### src/rtl/nes_cpu_bus_master_pkg.sv
// Shared timing presets, phase-compare helpers and types for the NES CPU bus master.
package nes_cpu_bus_master_pkg;

  // Default timing, NTSC-like: 12 clk per M2 period, 7 of them high.
  localparam int unsigned M2_DIV_DEFAULT    = 32'd12;
  localparam int unsigned M2_HIGH_DEFAULT   = 32'd7;
  localparam logic [15:0] IDLE_ADDR_DEFAULT = 16'h0000;

  // Console presets.
  localparam int unsigned NTSC_M2_DIV  = 32'd12;
  localparam int unsigned NTSC_M2_HIGH = 32'd7;
  localparam int unsigned PAL_M2_DIV   = 32'd16;
  localparam int unsigned PAL_M2_HIGH  = 32'd10;

  // Phase landmarks for the default timing.
  localparam int unsigned PH_RISE  = M2_DIV_DEFAULT - M2_HIGH_DEFAULT;
  localparam int unsigned PH_LAST  = M2_DIV_DEFAULT - 32'd1;
  localparam int unsigned PH_BOUND = 32'd1;

  // Holding register occupancy.
  typedef enum logic {
    HOLD_EMPTY = 1'b0,
    HOLD_FULL  = 1'b1
  } hold_state_t;

  // One single-beat bus request.
  typedef struct packed {
    logic [15:0] addr;
    logic        rw;
    logic [7:0]  wdata;
  } bus_req_t;

  // Phase on which M2 goes high for an arbitrary divider.
  function automatic logic [7:0] rise_phase(input int unsigned div, input int unsigned high);
    return 8'(div - high);
  endfunction

  // Final phase of the period for an arbitrary divider.
  function automatic logic [7:0] last_phase(input int unsigned div);
    return 8'(div - 32'd1);
  endfunction

endpackage

### src/rtl/nes_cpu_bus_master_if.sv
// Request/response handshake plus CPU connector signals of the bus master.
interface nes_cpu_bus_master_if;
  import nes_cpu_bus_master_pkg::*;

  logic        req_valid;
  logic        req_ready;
  logic [15:0] req_addr;
  logic        req_rw;
  logic [7:0]  req_wdata;
  logic        rsp_valid;
  logic [7:0]  rsp_rdata;
  logic        m2;
  logic        romsel;
  logic        cpu_rw;
  logic [14:0] cpu_addr;
  logic [7:0]  cpu_data_out;
  logic        cpu_data_oe;
  logic [7:0]  cpu_data_in;
  logic        irq_n;
  logic        irq;
  logic [31:0] m2_count;

  modport master (
    input  req_valid, req_addr, req_rw, req_wdata, cpu_data_in, irq_n,
    output req_ready, rsp_valid, rsp_rdata, m2, romsel, cpu_rw, cpu_addr,
           cpu_data_out, cpu_data_oe, irq, m2_count
  );

  modport slave (
    output req_valid, req_addr, req_rw, req_wdata, cpu_data_in, irq_n,
    input  req_ready, rsp_valid, rsp_rdata, m2, romsel, cpu_rw, cpu_addr,
           cpu_data_out, cpu_data_oe, irq, m2_count
  );

endinterface

### src/rtl/nes_m2_phase_gen.sv
// Free-running M2 phase counter; strobes describe what the next clk edge does.
module nes_m2_phase_gen
  import nes_cpu_bus_master_pkg::*;
#(
  parameter int unsigned M2_DIV  = M2_DIV_DEFAULT,
  parameter int unsigned M2_HIGH = M2_HIGH_DEFAULT
) (
  input  logic clk,
  input  logic reset,
  output logic m2_next,
  output logic at_boundary,
  output logic at_last,
  output logic at_rise
);

  localparam logic [7:0] RISE  = rise_phase(M2_DIV, M2_HIGH);
  localparam logic [7:0] LAST  = last_phase(M2_DIV);
  localparam logic [7:0] BOUND = 8'(PH_BOUND);

  logic [7:0] phase;
  logic [7:0] phase_next;

  // Next phase and the edge strobes derived from it.
  always_comb begin
    phase_next = phase + 8'd1;
    at_last    = 1'b0;
    if (phase == LAST) begin
      phase_next = 8'd0;
      at_last    = 1'b1;
    end else begin
      phase_next = phase + 8'd1;
      at_last    = 1'b0;
    end
    m2_next     = (phase_next >= RISE);
    at_rise     = (phase_next == RISE);
    at_boundary = (phase_next == BOUND);
  end

  // Phase counter, 0..M2_DIV-1.
  always_ff @(posedge clk or posedge reset) begin
    if (reset) begin
      phase <= 8'd0;
    end else begin
      phase <= phase_next;
    end
  end

endmodule

### src/rtl/nes_cpu_bus_master.sv
// Turns single-beat requests into 6502-style cartridge bus cycles on a free-running M2.
module nes_cpu_bus_master
  import nes_cpu_bus_master_pkg::*;
#(
  parameter int unsigned M2_DIV    = M2_DIV_DEFAULT,
  parameter int unsigned M2_HIGH   = M2_HIGH_DEFAULT,
  parameter logic [15:0] IDLE_ADDR = IDLE_ADDR_DEFAULT
) (
  input logic                  clk,
  input logic                  reset,
  nes_cpu_bus_master_if.master bus
);

  localparam bus_req_t IDLE_REQ = '{addr: IDLE_ADDR, rw: 1'b1, wdata: 8'h00};

  logic        m2_next, at_boundary, at_last, at_rise;
  hold_state_t hold_state, hold_next;
  logic        load_hold, issue;
  bus_req_t    hold_req, act_req;
  logic        act_idle;
  logic        m2, romsel, data_oe;
  logic        rsp_valid;
  logic [7:0]  rsp_rdata;
  logic        irq_sync, irq;
  logic [31:0] m2_count;

  nes_m2_phase_gen #(.M2_DIV(M2_DIV), .M2_HIGH(M2_HIGH)) u_phase (
    .clk        (clk),
    .reset      (reset),
    .m2_next    (m2_next),
    .at_boundary(at_boundary),
    .at_last    (at_last),
    .at_rise    (at_rise)
  );

  // Holding register occupancy: fill on handshake, drain into the bus at the boundary.
  always_comb begin
    hold_next = hold_state;
    load_hold = 1'b0;
    issue     = 1'b0;
    case (hold_state)
      HOLD_EMPTY: begin
        if (bus.req_valid) begin
          hold_next = HOLD_FULL;
          load_hold = 1'b1;
        end else begin
          hold_next = HOLD_EMPTY;
        end
      end
      HOLD_FULL: begin
        if (at_boundary) begin
          hold_next = HOLD_EMPTY;
          issue     = 1'b1;
        end else begin
          hold_next = HOLD_FULL;
        end
      end
      default: hold_next = HOLD_EMPTY;
    endcase
  end

  // Holding register state.
  always_ff @(posedge clk or posedge reset) begin
    if (reset) begin
      hold_state <= HOLD_EMPTY;
    end else begin
      hold_state <= hold_next;
    end
  end

  // Holding register payload.
  always_ff @(posedge clk or posedge reset) begin
    if (reset) begin
      hold_req <= '0;
    end else if (load_hold) begin
      hold_req <= '{addr: bus.req_addr, rw: bus.req_rw, wdata: bus.req_wdata};
    end
  end

  // Active bus registers change only at the boundary; an empty holding register yields an idle read.
  always_ff @(posedge clk or posedge reset) begin
    if (reset) begin
      act_req  <= IDLE_REQ;
      act_idle <= 1'b1;
    end else if (at_boundary) begin
      if (issue) begin
        act_req  <= '{addr: hold_req.addr, rw: hold_req.rw,
                      wdata: (hold_req.rw ? 8'h00 : hold_req.wdata)};
        act_idle <= 1'b0;
      end else begin
        act_req  <= IDLE_REQ;
        act_idle <= 1'b1;
      end
    end
  end

  // M2 and romsel share one flop stage; write drive rises with M2 and holds through phase 0.
  always_ff @(posedge clk or posedge reset) begin
    if (reset) begin
      m2      <= 1'b0;
      romsel  <= 1'b1;
      data_oe <= 1'b0;
    end else begin
      m2     <= m2_next;
      romsel <= ~(m2_next & act_req.addr[15]);
      if (at_boundary) begin
        data_oe <= 1'b0;
      end else if (at_rise) begin
        data_oe <= ~act_req.rw;
      end
    end
  end

  // Read data captured on the edge leaving the last phase; response pulses in phase 0.
  always_ff @(posedge clk or posedge reset) begin
    if (reset) begin
      rsp_valid <= 1'b0;
      rsp_rdata <= 8'h00;
    end else begin
      rsp_valid <= at_last & ~act_idle;
      if (at_last & ~act_idle) begin
        rsp_rdata <= act_req.rw ? bus.cpu_data_in : 8'h00;
      end
    end
  end

  // Two-flop synchronizer for the asynchronous cartridge IRQ, inverted to active-high.
  always_ff @(posedge clk or posedge reset) begin
    if (reset) begin
      irq_sync <= 1'b1;
      irq      <= 1'b0;
    end else begin
      irq_sync <= bus.irq_n;
      irq      <= ~irq_sync;
    end
  end

  // Count of M2 rising edges, idle cycles included.
  always_ff @(posedge clk or posedge reset) begin
    if (reset) begin
      m2_count <= 32'd0;
    end else if (at_rise) begin
      m2_count <= m2_count + 32'd1;
    end
  end

  assign bus.req_ready    = (hold_state == HOLD_EMPTY);
  assign bus.rsp_valid    = rsp_valid;
  assign bus.rsp_rdata    = rsp_rdata;
  assign bus.m2           = m2;
  assign bus.romsel       = romsel;
  assign bus.cpu_rw       = act_req.rw;
  assign bus.cpu_addr     = act_req.addr[14:0];
  assign bus.cpu_data_out = act_req.wdata;
  assign bus.cpu_data_oe  = data_oe;
  assign bus.irq          = irq;
  assign bus.m2_count     = m2_count;

endmodule

### src/flat_wrapper.sv
// flat-port wrapper written by rule: the top's interface ports become plain ports
module nes_cpu_bus_master_flat import nes_cpu_bus_master_pkg::*;
#(
  parameter int unsigned M2_DIV    = M2_DIV_DEFAULT,
  parameter int unsigned M2_HIGH   = M2_HIGH_DEFAULT,
  parameter logic [15:0] IDLE_ADDR = IDLE_ADDR_DEFAULT
)
  (clk, reset, bus_req_valid, bus_req_addr, bus_req_rw, bus_req_wdata, bus_cpu_data_in, bus_irq_n, bus_req_ready, bus_rsp_valid, bus_rsp_rdata, bus_m2, bus_romsel, bus_cpu_rw, bus_cpu_addr, bus_cpu_data_out, bus_cpu_data_oe, bus_irq, bus_m2_count);
  nes_cpu_bus_master_if bus_i ();
  input logic clk;
  input logic reset;
  input wire logic [$bits(bus_i.req_valid)-1:0] bus_req_valid;
  input wire logic [$bits(bus_i.req_addr)-1:0] bus_req_addr;
  input wire logic [$bits(bus_i.req_rw)-1:0] bus_req_rw;
  input wire logic [$bits(bus_i.req_wdata)-1:0] bus_req_wdata;
  input wire logic [$bits(bus_i.cpu_data_in)-1:0] bus_cpu_data_in;
  input wire logic [$bits(bus_i.irq_n)-1:0] bus_irq_n;
  output wire logic [$bits(bus_i.req_ready)-1:0] bus_req_ready;
  output wire logic [$bits(bus_i.rsp_valid)-1:0] bus_rsp_valid;
  output wire logic [$bits(bus_i.rsp_rdata)-1:0] bus_rsp_rdata;
  output wire logic [$bits(bus_i.m2)-1:0] bus_m2;
  output wire logic [$bits(bus_i.romsel)-1:0] bus_romsel;
  output wire logic [$bits(bus_i.cpu_rw)-1:0] bus_cpu_rw;
  output wire logic [$bits(bus_i.cpu_addr)-1:0] bus_cpu_addr;
  output wire logic [$bits(bus_i.cpu_data_out)-1:0] bus_cpu_data_out;
  output wire logic [$bits(bus_i.cpu_data_oe)-1:0] bus_cpu_data_oe;
  output wire logic [$bits(bus_i.irq)-1:0] bus_irq;
  output wire logic [$bits(bus_i.m2_count)-1:0] bus_m2_count;
  assign bus_i.req_valid = bus_req_valid;
  assign bus_i.req_addr = bus_req_addr;
  assign bus_i.req_rw = bus_req_rw;
  assign bus_i.req_wdata = bus_req_wdata;
  assign bus_i.cpu_data_in = bus_cpu_data_in;
  assign bus_i.irq_n = bus_irq_n;
  assign bus_req_ready = bus_i.req_ready;
  assign bus_rsp_valid = bus_i.rsp_valid;
  assign bus_rsp_rdata = bus_i.rsp_rdata;
  assign bus_m2 = bus_i.m2;
  assign bus_romsel = bus_i.romsel;
  assign bus_cpu_rw = bus_i.cpu_rw;
  assign bus_cpu_addr = bus_i.cpu_addr;
  assign bus_cpu_data_out = bus_i.cpu_data_out;
  assign bus_cpu_data_oe = bus_i.cpu_data_oe;
  assign bus_irq = bus_i.irq;
  assign bus_m2_count = bus_i.m2_count;
  nes_cpu_bus_master #(.M2_DIV(M2_DIV), .M2_HIGH(M2_HIGH), .IDLE_ADDR(IDLE_ADDR)) u_core (.clk(clk), .reset(reset), .bus(bus_i));
endmodule
### config.mk
export PLATFORM = sky130hd
export DESIGN_NAME = nes_cpu_bus_master_flat
export DESIGN_NICKNAME = d
export VERILOG_FILES = /design/src/rtl/nes_cpu_bus_master_pkg.sv /design/src/rtl/nes_cpu_bus_master_if.sv /design/src/rtl/nes_m2_phase_gen.sv /design/src/rtl/nes_cpu_bus_master.sv /design/src/flat_wrapper.sv
export SDC_FILE = /design/constraint.sdc
export NUM_CORES = 1
export LEC_CHECK = 0
export CELL_PAD_IN_SITES_DETAIL_PLACEMENT = 0
export CELL_PAD_IN_SITES_GLOBAL_PLACEMENT = 1
export CORE_MARGIN = 2
export CORE_UTILIZATION = 40
export CTS_BUF_LIST = sky130_fd_sc_hd__clkbuf_4
export DETAILED_ROUTE_END_ITERATION = 12
export PLACE_DENSITY_LB_ADDON = 0.05
export SETUP_SLACK_MARGIN = 0.2
export SLEW_MARGIN = 15
export SYNTH_ARGS = -nofsm -noshare
export SYNTH_HDL_FRONTEND = slang
export SYNTH_SLANG_ARGS = --single-unit
### constraint.sdc
create_clock -name clk -period 4.58 [get_ports clk]
set_input_delay 0.916 -clock clk [delete_from_list [all_inputs] [get_ports clk]]
set_output_delay 0.916 -clock clk [all_outputs]
set_load 0.02 [all_outputs]
==> results.toml <==
[run_status]
status = "completed"

[sta]
fin_worst_skew_ns = 0.0128
worst_pin_slew_ns = 0.953
fmax_mhz = 341
tns_ns = 0
period_share_pct = 64.0
finalCriticalPeriod_ns = 2.93
rsz0062_at_grt = "false"
hold_viol = 0
relSlewSlack_pct = 36.4
setup-violations-final = 0
hold_ws_ns = 0.415
finalMaxSlewViolations = 0
layout_setup_ws_ns = 1.65

[floorplanning]
core_area_sq_um = 11600
dieHeight_um = 113
fp.dieW_um = 113
dieArea_sq_um = 12900
start_util_pct = 41.4
ios = 107
rows = 39

[synth]
seq_area_frac_synth_pct = 55.5
synth_area_sq_um = 4790
ys.warnings.count = 0
syn-num-nets = 475
yosysUniqueCellTypes = 42
netlist_instances = 435
synthArstFlopShare_pct = 100
synth-edff-count = 0
synth_flop_cell = "dfrtp_1"
avgSynthCellArea_sq_um = 11.0
synth-seq-cells = 106

[final_layout]
syn2layout_area_growth_pct = 23.0
multi_input_area_sq_um = 1790
final_area_sq_um = 5880
fin_nets = 551
seqCellArea_sq_um = 2660
most-common-layout-cells = "clkdlybuf4s50_1 (106), dfrtp_1 (102), nand2_1 (61)"
mostFrequentLayoutCell = "clkdlybuf4s50_1"
n_fill_cell = 1072
drive_above_1_share_pct = 13.4
n_antenna_cell = 0

[clock_network]
hold_buffers = 0
cts_setup_buffers = 0
htree_num_levels = 3
clockBufferDepth = 2
clk_latency_ns = 0.47
cts_root_buf = "clkbuf_4"
path_clk_slew_ns = 0.16
cts_resized = 0
cts_inserted_buffers = 9
cts_sinks = 106
cts_tree = "yes"

[grt]
grt_pass1_wl_um = 16800
grt_pass1_vias = 3231
grtUsageTotal_pct = 16.7
overflow = 0
grt_max_degree = 58
antenna_found_initial = 0

[place]
pre_cts_ws_ns = 1.75
post_dp_cell_area_sq_um = 5770
dpl.hpwl_um = 6990
port_buffers = 106
gp_congestion = 0.798

[worst_hold_path]
min_path_cells = 1
min_path_type = "flop to flop"
min_to = "u_core.bus.romsel"
min_from = "u_core.act_req[24]"

[drt]
drtPass1Iterations = 4
vias = 3240
wl_per_cell_um = 15.3
first_iter_violations = 164
remaining_drc_errors = 0
drtAntennaViolNets = 0
wirelength_um = 10100
viasPerCell = 4.92

[power_and_ir_drop]
p_comb_share_pct = 26.6
vdd.ir_drop.worst_mv = 0.314
switching_share_pct = 32.3
switchingPower_mw = 0.759
p_seq_share_pct = 55.1
pwr_density_cell_nw_per_um2 = 400
p_int_mw = 1.59
pwr-share-clk_pct = 18.3
power_leakage_nw = 2.54

[setup_path]
cp-end-kind = "primary output"
crit_required_ns = 3.66
worst_ep_arrival_time_ns = 2.02
path_class = "flop to primary output"
cp-start-kind = "flop"
timing.rr.start = "u_core.u_phase.phase[0]"
reg2reg_depth = 7
critPathMaxFanout = 20
timing.rr.end = "u_core.bus.cpu_data_out[5]"
r2r_setup_slack_ns = 1.80

[run]
max_cap_viol_count = 0
-- cells in the mapped netlist, drive strengths merged (3+ instances only) --
cell type / number / area [sq um]
inv: 15 / 56.3
buf: 33 / 240
ha: 3 / 37.5
nand4: 15 / 106
o21ai: 36 / 180
dfrtp: 102 / 2550
and2: 3 / 21.3
nor4: 5 / 80.1
nor2: 15 / 56.3
clkbuf: 11 / 41.3
a21oi: 3 / 18.8
xnor2: 19 / 166
dfstp: 4 / 105
xor2: 17 / 149
nor2b: 5 / 33.8
nor3: 10 / 50.1
nand2: 62 / 240
nand3: 28 / 163
and4: 5 / 46.3
and3: 9 / 56.3
mux2: 26 / 293
-- logic make-up after synthesis --
| kind of cell | share of synthesized area [%] |
|---|---|
| AO/OA/AOI/OAI | 5.62 |
| XOR/XNOR | 6.59 |
| adder cells (fa/ha/maj) | 0.784 |
| buffers and inverters | 7.06 |
| flip-flops | 55.5 |
| multiplexers | 6.12 |
| AND/OR/NAND/NOR | 18.3 |
-- routing by layer --
metal	up-vias	GRT usage [%]	part of all wire (%)
met2	74	26.3	47
met4	0	4.31	0.98
met5	-	0	0
met1	1563	22.0	46
li1	1597	-	-
met3	6	6.06	5.2
-- worst max path at each step --
| stage | startpoint | endpoint |
|---|---|---|
| final | u_core.hold_state | bus_req_ready |
| after global routing | u_core.u_phase.phase[0] | u_core.act_idle |
| after CTS | u_core.hold_state | bus_req_ready |
| after detailed placement | u_core.u_phase.phase[0] | u_core.bus.cpu_data_out[1] |
| after global placement | bus_req_valid | u_core.hold_req[10] |
| after floorplan | reset | u_core.act_req[24] |
-- power by group through the flow --
stage,sequential (mW),clock [mW],combinational [mW]
final,1.30,0.431,0.625
after CTS,1.30,0.457,0.637
after detailed placement,1.31,0,0.637
after global placement,1.31,0,0.627
after floorplan,1.29,0,0.443
after global routing,1.33,0.498,0.679
-- state kept, by name (all words and copies together), names as in the netlist, 8 cells and up --
register and count:
u_core.bus.cpu_addr 15, u_core.bus.cpu_data_out 8, u_core.bus.m2_count 32, u_core.hold_req 25, u_core.bus.rsp_rdata 8, u_core.u_phase.phase 8
-- critical path, cell delays in order (launching register included) --
cell	delay [ns]
dfrtp_1	0.84
inv_1	0.13
clkdlybuf4s50_1	0.57
-- area by class of cell --
cell class,instances,area share (%)
Clock buffer,9,1.15
Inverter,15,0.999
Timing Repair Buffer,109,18.4
Tap cell,143,3.04
Sequential cell,106,45.2
Clock inverter,7,0.765
Multi-Input combinational cell,270,30.5
-- through the flow --
stage / utilization, % / instances / power [mW]
finish: 50.9 / 659 / 2.35
global route: 50.9 / 659 / 2.50
CTS: 50.9 / 659 / 2.39
detailed placement: 49.9 / 643 / 1.95
global placement: 49.9 / 643 / 1.94
floorplan: - / 435 / 1.74
Power figures use the tool's default switching activity.
